File: config.mk
export PLATFORM = sky130hd
export DESIGN_NAME = seq_mul_flat
export DESIGN_NICKNAME = d
export VERILOG_FILES = /design/src/rtl/seq_mul_pkg.sv /design/src/rtl/seq_mul_if.sv /design/src/rtl/seq_mul_ctrl.sv /design/src/rtl/seq_mul.sv /design/src/flat_wrapper.sv
export SDC_FILE = /design/constraint.sdc
export NUM_CORES = 1
export LEC_CHECK = 0
export BUFFER_PORTS_ARGS = -buffer_cell sky130_fd_sc_hd__buf_2
export CAP_MARGIN = 20
export CORE_MARGIN = 2
export CORE_UTILIZATION = 59
export DETAILED_ROUTE_END_ITERATION = 16
export MAX_ROUTING_LAYER = met4
export PLACE_DENSITY = 0.83
export SETUP_SLACK_MARGIN = 0.3
export SLEW_MARGIN = 20
export SYNTH_ARGS = -nofsm -noshare
export SYNTH_HDL_FRONTEND = slang
export SYNTH_HIERARCHICAL = 1
export SYNTH_SLANG_ARGS = --single-unit
File: constraint.sdc
create_clock -name clk -period 4.9 [get_ports clk]
set_input_delay 0.245 -clock clk [delete_from_list [all_inputs] [get_ports clk]]
set_output_delay 0.245 -clock clk [all_outputs]
set_load 0.01 [all_outputs]
File: src/rtl/seq_mul_pkg.sv
// seq_mul_pkg
// Shared definitions for the sequential arithmetic blocks (seq_mul today,
// a sequential divider later).
//   - FSM state encodings (2-bit, legacy-compatible constants)
//   - clog2 constant function used to size iteration counters
package seq_mul_pkg;

  typedef logic [1:0] state_t;

  // Encoding 2'd3 is unused; every FSM built on these decodes it as IDLE.
  localparam state_t ST_IDLE = 2'd0;
  localparam state_t ST_RUN  = 2'd1;
  localparam state_t ST_DONE = 2'd2;

  // Ceiling log2, usable in parameter and localparam expressions.
  // clog2(1) = 0, clog2(8) = 3, clog2(9) = 4.
  function automatic int clog2(input int value);
    int result;
    int remain;
    result = 0;
    remain = value - 1;
    while (remain > 0) begin
      result = result + 1;
      remain = remain >> 1;
    end
    return result;
  endfunction

endpackage

File: src/rtl/seq_mul_if.sv
// seq_mul_if
// Request/response bundle for the sequential multiplier.
//   start  requester -> multiplier  request, honoured only when not busy
//   a, b   requester -> multiplier  unsigned operands, sampled with start
//   busy   multiplier -> requester  a multiply is in progress
//   done   multiplier -> requester  one-cycle pulse, prod is new
//   prod   multiplier -> requester  registered 2*DATAWIDTH product
// master = requester side, slave = multiplier side.
interface seq_mul_if #(
  parameter int DATAWIDTH = 8
);

  logic                     start;
  logic [DATAWIDTH-1:0]     a;
  logic [DATAWIDTH-1:0]     b;
  logic                     busy;
  logic                     done;
  logic [2*DATAWIDTH-1:0]   prod;

  modport master (
    output start,
    output a,
    output b,
    input  busy,
    input  done,
    input  prod
  );

  modport slave (
    input  start,
    input  a,
    input  b,
    output busy,
    output done,
    output prod
  );

endinterface

File: src/rtl/seq_mul_ctrl.sv
// seq_mul_ctrl
// Control path of the shift-add multiplier: IDLE/RUN/DONE state machine plus
// the iteration counter.
//   clk       in   clock, rising edge
//   rst_n     in   asynchronous active-low reset
//   start     in   request from the requester
//   load      out  capture operands and clear the accumulator this edge
//   shift_en  out  perform one add/shift iteration this edge
//   last      out  this iteration is the final one; product is registered
//   busy      out  high in RUN only
//   done      out  high in DONE only (exactly one cycle per result)
module seq_mul_ctrl #(
  parameter int DATAWIDTH = 8
) (
  input  logic clk,
  input  logic rst_n,
  input  logic start,
  output logic load,
  output logic shift_en,
  output logic last,
  output logic busy,
  output logic done
);

  import seq_mul_pkg::*;

  // One extra bit so the counter reaches DATAWIDTH without wrapping.
  localparam int              CW         = clog2(DATAWIDTH) + 1;
  localparam logic [CW-1:0]   LAST_COUNT = CW'(DATAWIDTH - 1);

  state_t          state_reg;
  state_t          state_next;
  logic [CW-1:0]   count_reg;
  logic [CW-1:0]   count_next;

  // Operands are accepted from IDLE, from DONE (back-to-back) and from the
  // unused encoding, which behaves exactly like IDLE. Never from RUN.
  assign load     = start && (state_reg != ST_RUN);
  assign shift_en = (state_reg == ST_RUN);
  assign last     = shift_en && (count_reg == LAST_COUNT);
  assign busy     = (state_reg == ST_RUN);
  assign done     = (state_reg == ST_DONE);

  always_comb begin
    state_next = state_reg;
    case (state_reg)
      ST_IDLE: begin
        if (start) begin
          state_next = ST_RUN;
        end
      end
      ST_RUN: begin
        if (count_reg == LAST_COUNT) begin
          state_next = ST_DONE;
        end
      end
      ST_DONE: begin
        state_next = start ? ST_RUN : ST_IDLE;
      end
      default: begin
        state_next = start ? ST_RUN : ST_IDLE;
      end
    endcase
  end

  always_comb begin
    count_next = count_reg;
    if (load) begin
      count_next = '0;
    end else if (shift_en) begin
      count_next = count_reg + 1'b1;
    end
  end

  always_ff @(posedge clk or negedge rst_n) begin
    if (!rst_n) begin
      state_reg <= ST_IDLE;
      count_reg <= '0;
    end else begin
      state_reg <= state_next;
      count_reg <= count_next;
    end
  end

endmodule

File: src/rtl/seq_mul.sv
// seq_mul
// Multi-cycle shift-add unsigned multiplier. Operands are captured on a start
// request; DATAWIDTH iterations later the full 2*DATAWIDTH product is
// registered and flagged by a one-cycle done. Fixed latency, no early-out.
//   clk    in   clock, rising edge
//   rst_n  in   asynchronous active-low reset; clears all state and prod
//   bus    slave side of seq_mul_if (start, a, b, busy, done, prod)
module seq_mul #(
  parameter int DATAWIDTH = 8
) (
  input  logic      clk,
  input  logic      rst_n,
  seq_mul_if.slave  bus
);

  localparam int W = DATAWIDTH;

  logic              load;
  logic              shift_en;
  logic              last;

  logic [W-1:0]      mcand_reg;
  logic [W-1:0]      acc_reg;
  logic [W-1:0]      mplier_reg;
  logic [2*W-1:0]    prod_reg;

  logic [W-1:0]      addend;
  logic [W:0]        sum;
  logic [W-1:0]      acc_next;
  logic [W-1:0]      mplier_next;

  seq_mul_ctrl #(
    .DATAWIDTH (W)
  ) u_ctrl (
    .clk      (clk),
    .rst_n    (rst_n),
    .start    (bus.start),
    .load     (load),
    .shift_en (shift_en),
    .last     (last),
    .busy     (bus.busy),
    .done     (bus.done)
  );

  // Partial product for this iteration: mcand gated by the multiplier LSB.
  for (genvar gi = 0; gi < W; gi++) begin : g_addend
    assign addend[gi] = mcand_reg[gi] & mplier_reg[0];
  end

  // W+1 bit adder keeps the carry, which becomes the top bit of acc after
  // the right shift of {carry, acc, mplier}. The multiplier bits shift out
  // at the bottom while product bits fill in from above.
  assign sum         = {1'b0, acc_reg} + {1'b0, addend};
  assign acc_next    = sum[W:1];
  assign mplier_next = {sum[0], mplier_reg[W-1:1]};

  always_ff @(posedge clk or negedge rst_n) begin
    if (!rst_n) begin
      mcand_reg  <= '0;
      acc_reg    <= '0;
      mplier_reg <= '0;
    end else if (load) begin
      mcand_reg  <= bus.a;
      acc_reg    <= '0;
      mplier_reg <= bus.b;
    end else if (shift_en) begin
      acc_reg    <= acc_next;
      mplier_reg <= mplier_next;
    end
  end

  // prod is written only on the edge that enters DONE, directly from the
  // final iteration's shifted value, so it holds steady between results.
  always_ff @(posedge clk or negedge rst_n) begin
    if (!rst_n) begin
      prod_reg <= '0;
    end else if (last) begin
      prod_reg <= {acc_next, mplier_next};
    end
  end

  assign bus.prod = prod_reg;

endmodule

File: src/flat_wrapper.sv
// flat-port wrapper written by rule: the top's interface ports become plain ports
module seq_mul_flat 
#(
  parameter int DATAWIDTH = 8
)
  (clk, rst_n, bus_start, bus_a, bus_b, bus_busy, bus_done, bus_prod);
  seq_mul_if #(.DATAWIDTH(DATAWIDTH)) bus_i ();
  input  logic clk;
  input  logic rst_n;
  input wire logic [$bits(bus_i.start)-1:0] bus_start;
  input wire logic [$bits(bus_i.a)-1:0] bus_a;
  input wire logic [$bits(bus_i.b)-1:0] bus_b;
  output wire logic [$bits(bus_i.busy)-1:0] bus_busy;
  output wire logic [$bits(bus_i.done)-1:0] bus_done;
  output wire logic [$bits(bus_i.prod)-1:0] bus_prod;
  assign bus_i.start = bus_start;
  assign bus_i.a = bus_a;
  assign bus_i.b = bus_b;
  assign bus_busy = bus_i.busy;
  assign bus_done = bus_i.done;
  assign bus_prod = bus_i.prod;
  seq_mul #(.DATAWIDTH(DATAWIDTH)) u_core (.clk(clk), .rst_n(rst_n), .bus(bus_i));
endmodule
==> impl_results.md, run 1 <==
* Area grow syn2layout at 10.40%
* Initial core utilization at 0.6267
* Hold Buf Count CTS at 0
* Drt total wl at 4174 um
* DIE AREA at 4496 um^2
* First-pass GRT wire length at around 7200 um
* Most frequent cells in the layout: dfrtp_1 (46), buf_2 (35), mux2_2 (20)
* Static leakage at approximately 1.3 nW
* DRC at 0
* Status: completed
* Post-CTS setup buffer count at 0
* HP Start: bus_b[5]
* Buf/Inv on CP at 0
* Power Dens Cells at 679.5 nW/um^2
* Clk_lat worst skew at 0.29 ns
* Starting DRC count in detailed routing at 127
* Die width at 67.06 um
* Number of global-route vias before repair at around 1600
* Post-place setup slack at around 2.4 ns
* Hold endpoint: u_core/mplier_reg[5]
* # clock sinks at 46
* CP delay by family, top: simple AND/OR/NAND/NOR gates
* Area share of the largest cell type after synthesis at 0.4907
* CP Cell Sequence: nor2b_4, and4b_1, and2b_2, a31o_1
* H-tree lvl count at 2
* Total GRT Usage at 0.2254
* CTS tree: yes
* Peak VDD IR at 0.3108 mV
* Final period utilization at 0.5163
* GR Overflow Total at 0
* Slowest CP cell: and4b_1
* Final TNS setup at 0 ns
* Top post-synthesis cells by area: dfrtp_1 (49%), mux2_2 (9.6%), ha_1 (4.8%), mux2i_1 (4.7%), o21ai_0 (3.0%)
* Final net count at 259
* Mapped Cells at 197
* Slowest cell delay on critical path at ~0.94 ns
* Final setup margin at 2.370 ns
* Core area at ~3700 um^2
* Crit. End Element: flip-flop
* IO Count at 37
* Setup violators final at 0
* CP Launch Type: flip-flop
* Cell Area, Synth at 2346 um^2
* Commonest non-fill, non-tap cell in the layout: dfrtp_1
* Crit path time final at around 2.5 ns
* Worst-Margin Slew at 1.047 ns
* Max cap viols at 0
* ANT cells at 0
* Largest area contributor in the netlist: dfrtp_1
* Syn nets at 226
* Final Max Tran Viols at 0
* RSZ-0062 raised after global routing: false
* FF-to-FF path depth at 4
* Avg Cell Area, Syn at around 12 um^2
* Antenna violations before repair at 0
* GPL Wtd Cong at 0.8285
* Row count at 22
* Fmax at 395.3 MHz
* Worst Hold Path Cells at 3
* Final count of hold timing violations at 0
* Clock Pin Slew Worst Setup and Hold Paths at 0.08 ns
* Max reg flops at 16
* Worst R2R End: u_core/bus.prod[14]
* Yosys cell types at 44
* Clock Root Buffer: clkbuf_8
* Clock skew at 0.003088 ns
* R2r setup slk at 2.37 ns
* Routed wire per std cell at 15.07 um
* Vias/cell at 5.675
* CTS resizes at 0
* First-pass DRT Iterations at 4
* Min-delay worst type: in -> reg
* Largest net degree at the start of global routing at 47
* Register area share after synthesis at 0.4907
* Yosys reg bits at 46
* Clock Tree Buf Depth at 2
* PortBufs at 36
* Slew headroom at 0.3022
* Setup CP Type: reg -> reg
* Crit path DAT at 2.72 ns
* Final HPWL DP at 2869 um
* Yosys warns at 6
* R2r startpoint: u_core/u_ctrl/state_reg[1]
* Critical-path maximum fanout at 28
* Routed Antenna Nets at 0
* Total CTS buffers at 5
* Worst Path Required at 5.09 ns
* Die Height at 67.06 um
* Via count at 1572
* Layout cells sized above 1 at 0.3057
==> per-layer routing <==
metal  wire (um)  GRT usage  up-vias
met5           0          -        -
li1            -          -      770
met2        1980     0.3478       31
met3         167    0.06081        5
met4          51    0.09949        0
met1        1974     0.2781      766
==> how the worst max path moves through the flow <==
stage | start | to | depth (start not counted)
6_report | u_core/u_ctrl/state_reg[1] | u_core/bus.prod[14] | 4
5_1_grt | u_core/u_ctrl/state_reg[1] | u_core/bus.prod[14] | 4
4_1_cts | u_core/u_ctrl/state_reg[1] | u_core/bus.prod[14] | 4
3_5_place_dp | u_core/u_ctrl/state_reg[1] | u_core/bus.prod[14] | 4
3_3_place_gp | u_core/u_ctrl/state_reg[1] | u_core/bus.prod[14] | 4
2_1_floorplan | u_core/mplier_reg[0] | u_core/bus.prod[11] | 7
==> through the flow <==
step | util | power [mW] | cells | area (um^2) | hold WS [ns]
2_1_floorplan | - | 1.372 | 197 | 2346 | -0.05059
3_3_place_gp | 0.6664 | 1.517 | 270 | 2495 | 0.4503
3_5_place_dp | 0.6664 | 1.542 | 270 | 2495 | 0.4562
4_1_cts | 0.6885 | 1.769 | 276 | 2577 | 0.1412
5_1_grt | 0.6918 | 1.915 | 277 | 2590 | 0.1529
6_report | 0.6918 | 1.760 | 277 | 2590 | 0.1537
==> cell usage after synthesis (all sizes together) <==
cell / instances
a211oi: 2
a21o: 5
a21oi: 7
a22o: 4
a22oi: 2
a31o: 1
a31oi: 1
and2: 8
and2b: 3
and4b: 3
buf: 7
clkbuf: 4
dfrtp: 46
fa: 1
ha: 9
mux2: 22
mux2i: 11
nand2: 13
nand2b: 1
nand3: 6
nand3b: 1
nand4: 2
nor2: 7
nor2b: 4
nor3: 1
nor3b: 1
o2111ai: 1
o211ai: 2
o21ai: 15
or3: 2
xnor2: 4
xor2: 1
==> area by class of cell <==
| type | count | area (um^2) |
|---|---|---|
| Fill cell | 300 | 1154 |
| Sequential cell | 46 | 1151 |
| Multi-Input combinational cell | 140 | 1104 |
| Timing Repair Buffer | 37 | 192.7 |
| Clock buffer | 6 | 82.58 |
| Tap cell | 48 | 60.06 |
==> worst min-delay path, cell delays in order <==
cell,delay [ns]
buf_2,0.07
nand2_1,0.04
o21ai_0,0.06
==> cells by family (layout without fill, tap and decap cells) <==
logic type	after synthesis	after routing	synth area share
simple gates	52	52	0.1280
flops	46	46	0.4907
compound gates	40	40	0.1131
mux	33	33	0.1541
buf+inv	11	43	0.03893
fa+ha+maj	10	10	0.05653
xor+xnor	5	5	0.01867
==> where the power goes <==
part | internal, mW | switching (mW)
clock network | 0.109 | 0.114
registers | 0.563 | 0.114
logic | 0.416 | 0.444
total | 1.09 | 0.672
(Power assumes the default switching activity.)
==> run 2: changes to the inputs <==
- CORE_UTILIZATION: 59 -> 56
- PLACE_DENSITY: 0.83 -> 0.79
- clock period: 4.9 -> 2.5 ns (I/O delays scaled with it)
==> impl_results.md, run 2 (synthesis results as in run 1) <==
* DRC at 0 (unchanged)
* Routed Antenna Nets at 0 (unchanged)
* First-pass DRT Iterations at 4 (unchanged)
* IO Count at 37 (unchanged)
* ANT cells at 0 (unchanged)
* Initial core utilization at 0.5823 (-0.04437)
* First-pass GRT wire length at 7065 um (-2.0%)
* Final count of hold timing violations at 0 (unchanged)
* Max cap viols at 0 (unchanged)
* GR Overflow Total at 0 (unchanged)
* Power Dens Cells at 1332 nW/um^2 (+96%)
* Final HPWL DP at 2960 um (+3.2%)
* Area grow syn2layout at 12.80%
* Final net count at 264 (+1.9%)
* Static leakage at 1.321 nW (+1.9%)
* Setup CP Type: reg -> reg
* Drt total wl at 4357 um (+4.4%)
* DIE AREA at 4723 um^2 (+5.0%)
* Worst Hold Path Cells at 3 (unchanged)
* Clk_lat worst skew at 0.30 ns (about the same)
* CTS tree: yes
* Commonest non-fill, non-tap cell in the layout: dfrtp_1
* Die width at 68.73 um (+2.5%)
* Via count at 1611 (+2.5%)
* Final Max Tran Viols at 0 (unchanged)
* R2r startpoint: u_core/mplier_reg[0]
* Max reg flops at 16 (unchanged)
* Routed wire per std cell at 15.23 um (+1.1%)
* Most frequent cells in the layout: dfrtp_1 (45), buf_2 (35), mux2_2 (20)
* FF-to-FF path depth at 7 (+3)
* Row count at 23 (+4.5%)
* Post-layout util at 0.6568 (-0.03501)
* Slew headroom at 0.5005 (+0.1984)
* Crit path DAT at 2.26 ns (-0.46 ns)
* Crit. End Element: flip-flop
* Clock Pin Slew Worst Setup and Hold Paths at 0.09 ns (about the same)
* Total CTS buffers at 5 (unchanged)
* Layout cells sized above 1 at 0.3390 (+0.03331)
* # clock sinks at 46 (unchanged)
* Antenna violations before repair at 0 (unchanged)
* Worst R2R End: u_core/bus.prod[14]
* CP Launch Type: flip-flop
* Core area at 4029 um^2 (+7.6%)
* Total GRT Usage at 0.2119 (-0.01344)
* Critical-path maximum fanout at 4 (-86%)
* Clock Root Buffer: clkbuf_8
* Hold endpoint: u_core/mplier_reg[0]
* Post-place setup slack at 0.3562 ns (-2.021 ns)
* Clock skew at 0.01041 ns (+0.007325 ns)
* Hold_ws at 0.02037 ns (-0.1333 ns)
* Clock Tree Buf Depth at 2 (unchanged)
* Min-delay worst type: in -> reg
* Peak VDD IR at 0.6487 mV (+110%)
* GPL Wtd Cong at 0.8933 (+7.8%)
* Final instance area at 2646 um^2 (+2.2%)
* Vias/cell at 5.633 (-0.74%)
* HP Start: bus_b[0]
* Fmax at 485.9 MHz (+23%)
* Number of global-route vias before repair at 1577 (-1.6%)
* Fill cells at 341 (+14%)
* Setup violators final at 0 (unchanged)
* H-tree lvl count at 2 (unchanged)
* Crit path time final at 2.058 ns (-0.4717 ns)
* DP Area at 2520 um^2 (+1.0%)
* Final setup margin at 0.4419 ns (-1.928 ns)
* Worst Path Required at 2.70 ns (-2.39 ns)
* Largest net degree at the start of global routing at 47 (unchanged)
* R2r setup slk at 0.44 ns (-1.93 ns)
* Status: completed
* Worst-Margin Slew at 0.7492 ns (-0.2975 ns)
* Starting DRC count in detailed routing at 110 (-13%)
* RSZ-0062 raised after global routing: false
* Final period utilization at 0.8232 (+0.3070)
* PortBufs at 36 (unchanged)
* Die Height at 68.73 um (+2.5%)
* Final TNS setup at 0 ns (unchanged)
run 2: cell types whose count changed in the layout (fill, tap and decap cells not counted), sizes merged:
| cell | previous run | this run |
|---|---|---|
| buf | 36 | 40 |
| clkinv | 0 | 2 |
| clkbuf | 6 | 7 |
run 2: how the worst max path moves through the flow:
stage | from | endpoint | slack (ns) | cells past startpoint
2_1_floorplan | u_core/mplier_reg[0] | u_core/bus.prod[11] | 0.50 | 7
3_3_place_gp | u_core/mplier_reg[0] | u_core/bus.prod[11] | 0.39 | 7
3_5_place_dp | u_core/mplier_reg[0] | u_core/bus.prod[15] | 0.36 | 7
4_1_cts | u_core/mplier_reg[0] | u_core/bus.prod[11] | 0.34 | 7
5_1_grt | u_core/mplier_reg[0] | u_core/bus.prod[12] | 0.29 | 7
6_report | u_core/mplier_reg[0] | u_core/bus.prod[14] | 0.44 | 7
run 2: worst max-delay path, stage by stage (launching register included):
cell	delay, ns
dfrtp_2	0.41
clkbuf_2	0.13
and2_1	0.17
ha_1	0.31
a211oi_2	0.28
nor3_2	0.09
or3_1	0.35
a31o_1	0.22
run 2: timing repair:
action | CTS | global route
endpoints found under the hold margin | 0 | 46
gates resized for setup | 0 | 4
endpoints found under the setup margin | 0 | 5
hold buffers | 0 | 1
buffers inserted | 0 | 2
run 2: per-stage QoR:
stage,instances,power [mW]
5_1_grt,286,3.813
3_3_place_gp,275,3.001
6_report,286,3.524
2_1_floorplan,197,2.690
4_1_cts,283,3.516
3_5_place_dp,275,3.068
run 2: final cells by class:
type | instances | area, um^2 | area share
Timing Repair Buffer | 42 | 227.7 | 0.08605
Sequential cell | 46 | 1152 | 0.4355
Clock buffer | 6 | 72.57 | 0.02742
Multi-Input combinational cell | 140 | 1117 | 0.4222
Clock inverter | 2 | 13.76 | 0.005201
Tap cell | 50 | 62.56 | 0.02364
run 2: power breakdown:
part | switching [mW] | internal [mW] | total (mW) | leakage, nW
registers | 0.218 | 1.10 | 1.32 | 0.567
clock network | 0.245 | 0.197 | 0.443 | 0.0452
logic | 0.907 | 0.853 | 1.76 | 0.709
total | 1.37 | 2.15 | 3.52 | 1.32
run 2: metal layers:
layer | up-vias | track usage | routed length, um | share of wire
li1 | 781 | - | - | -
met1 | 793 | 0.2566 | 2006 | 0.46
met2 | 31 | 0.3462 | 2128 | 0.49
met3 | 6 | 0.05357 | 151 | 0.035
met4 | 0 | 0.07353 | 71 | 0.016
met5 | - | - | 0 | 0
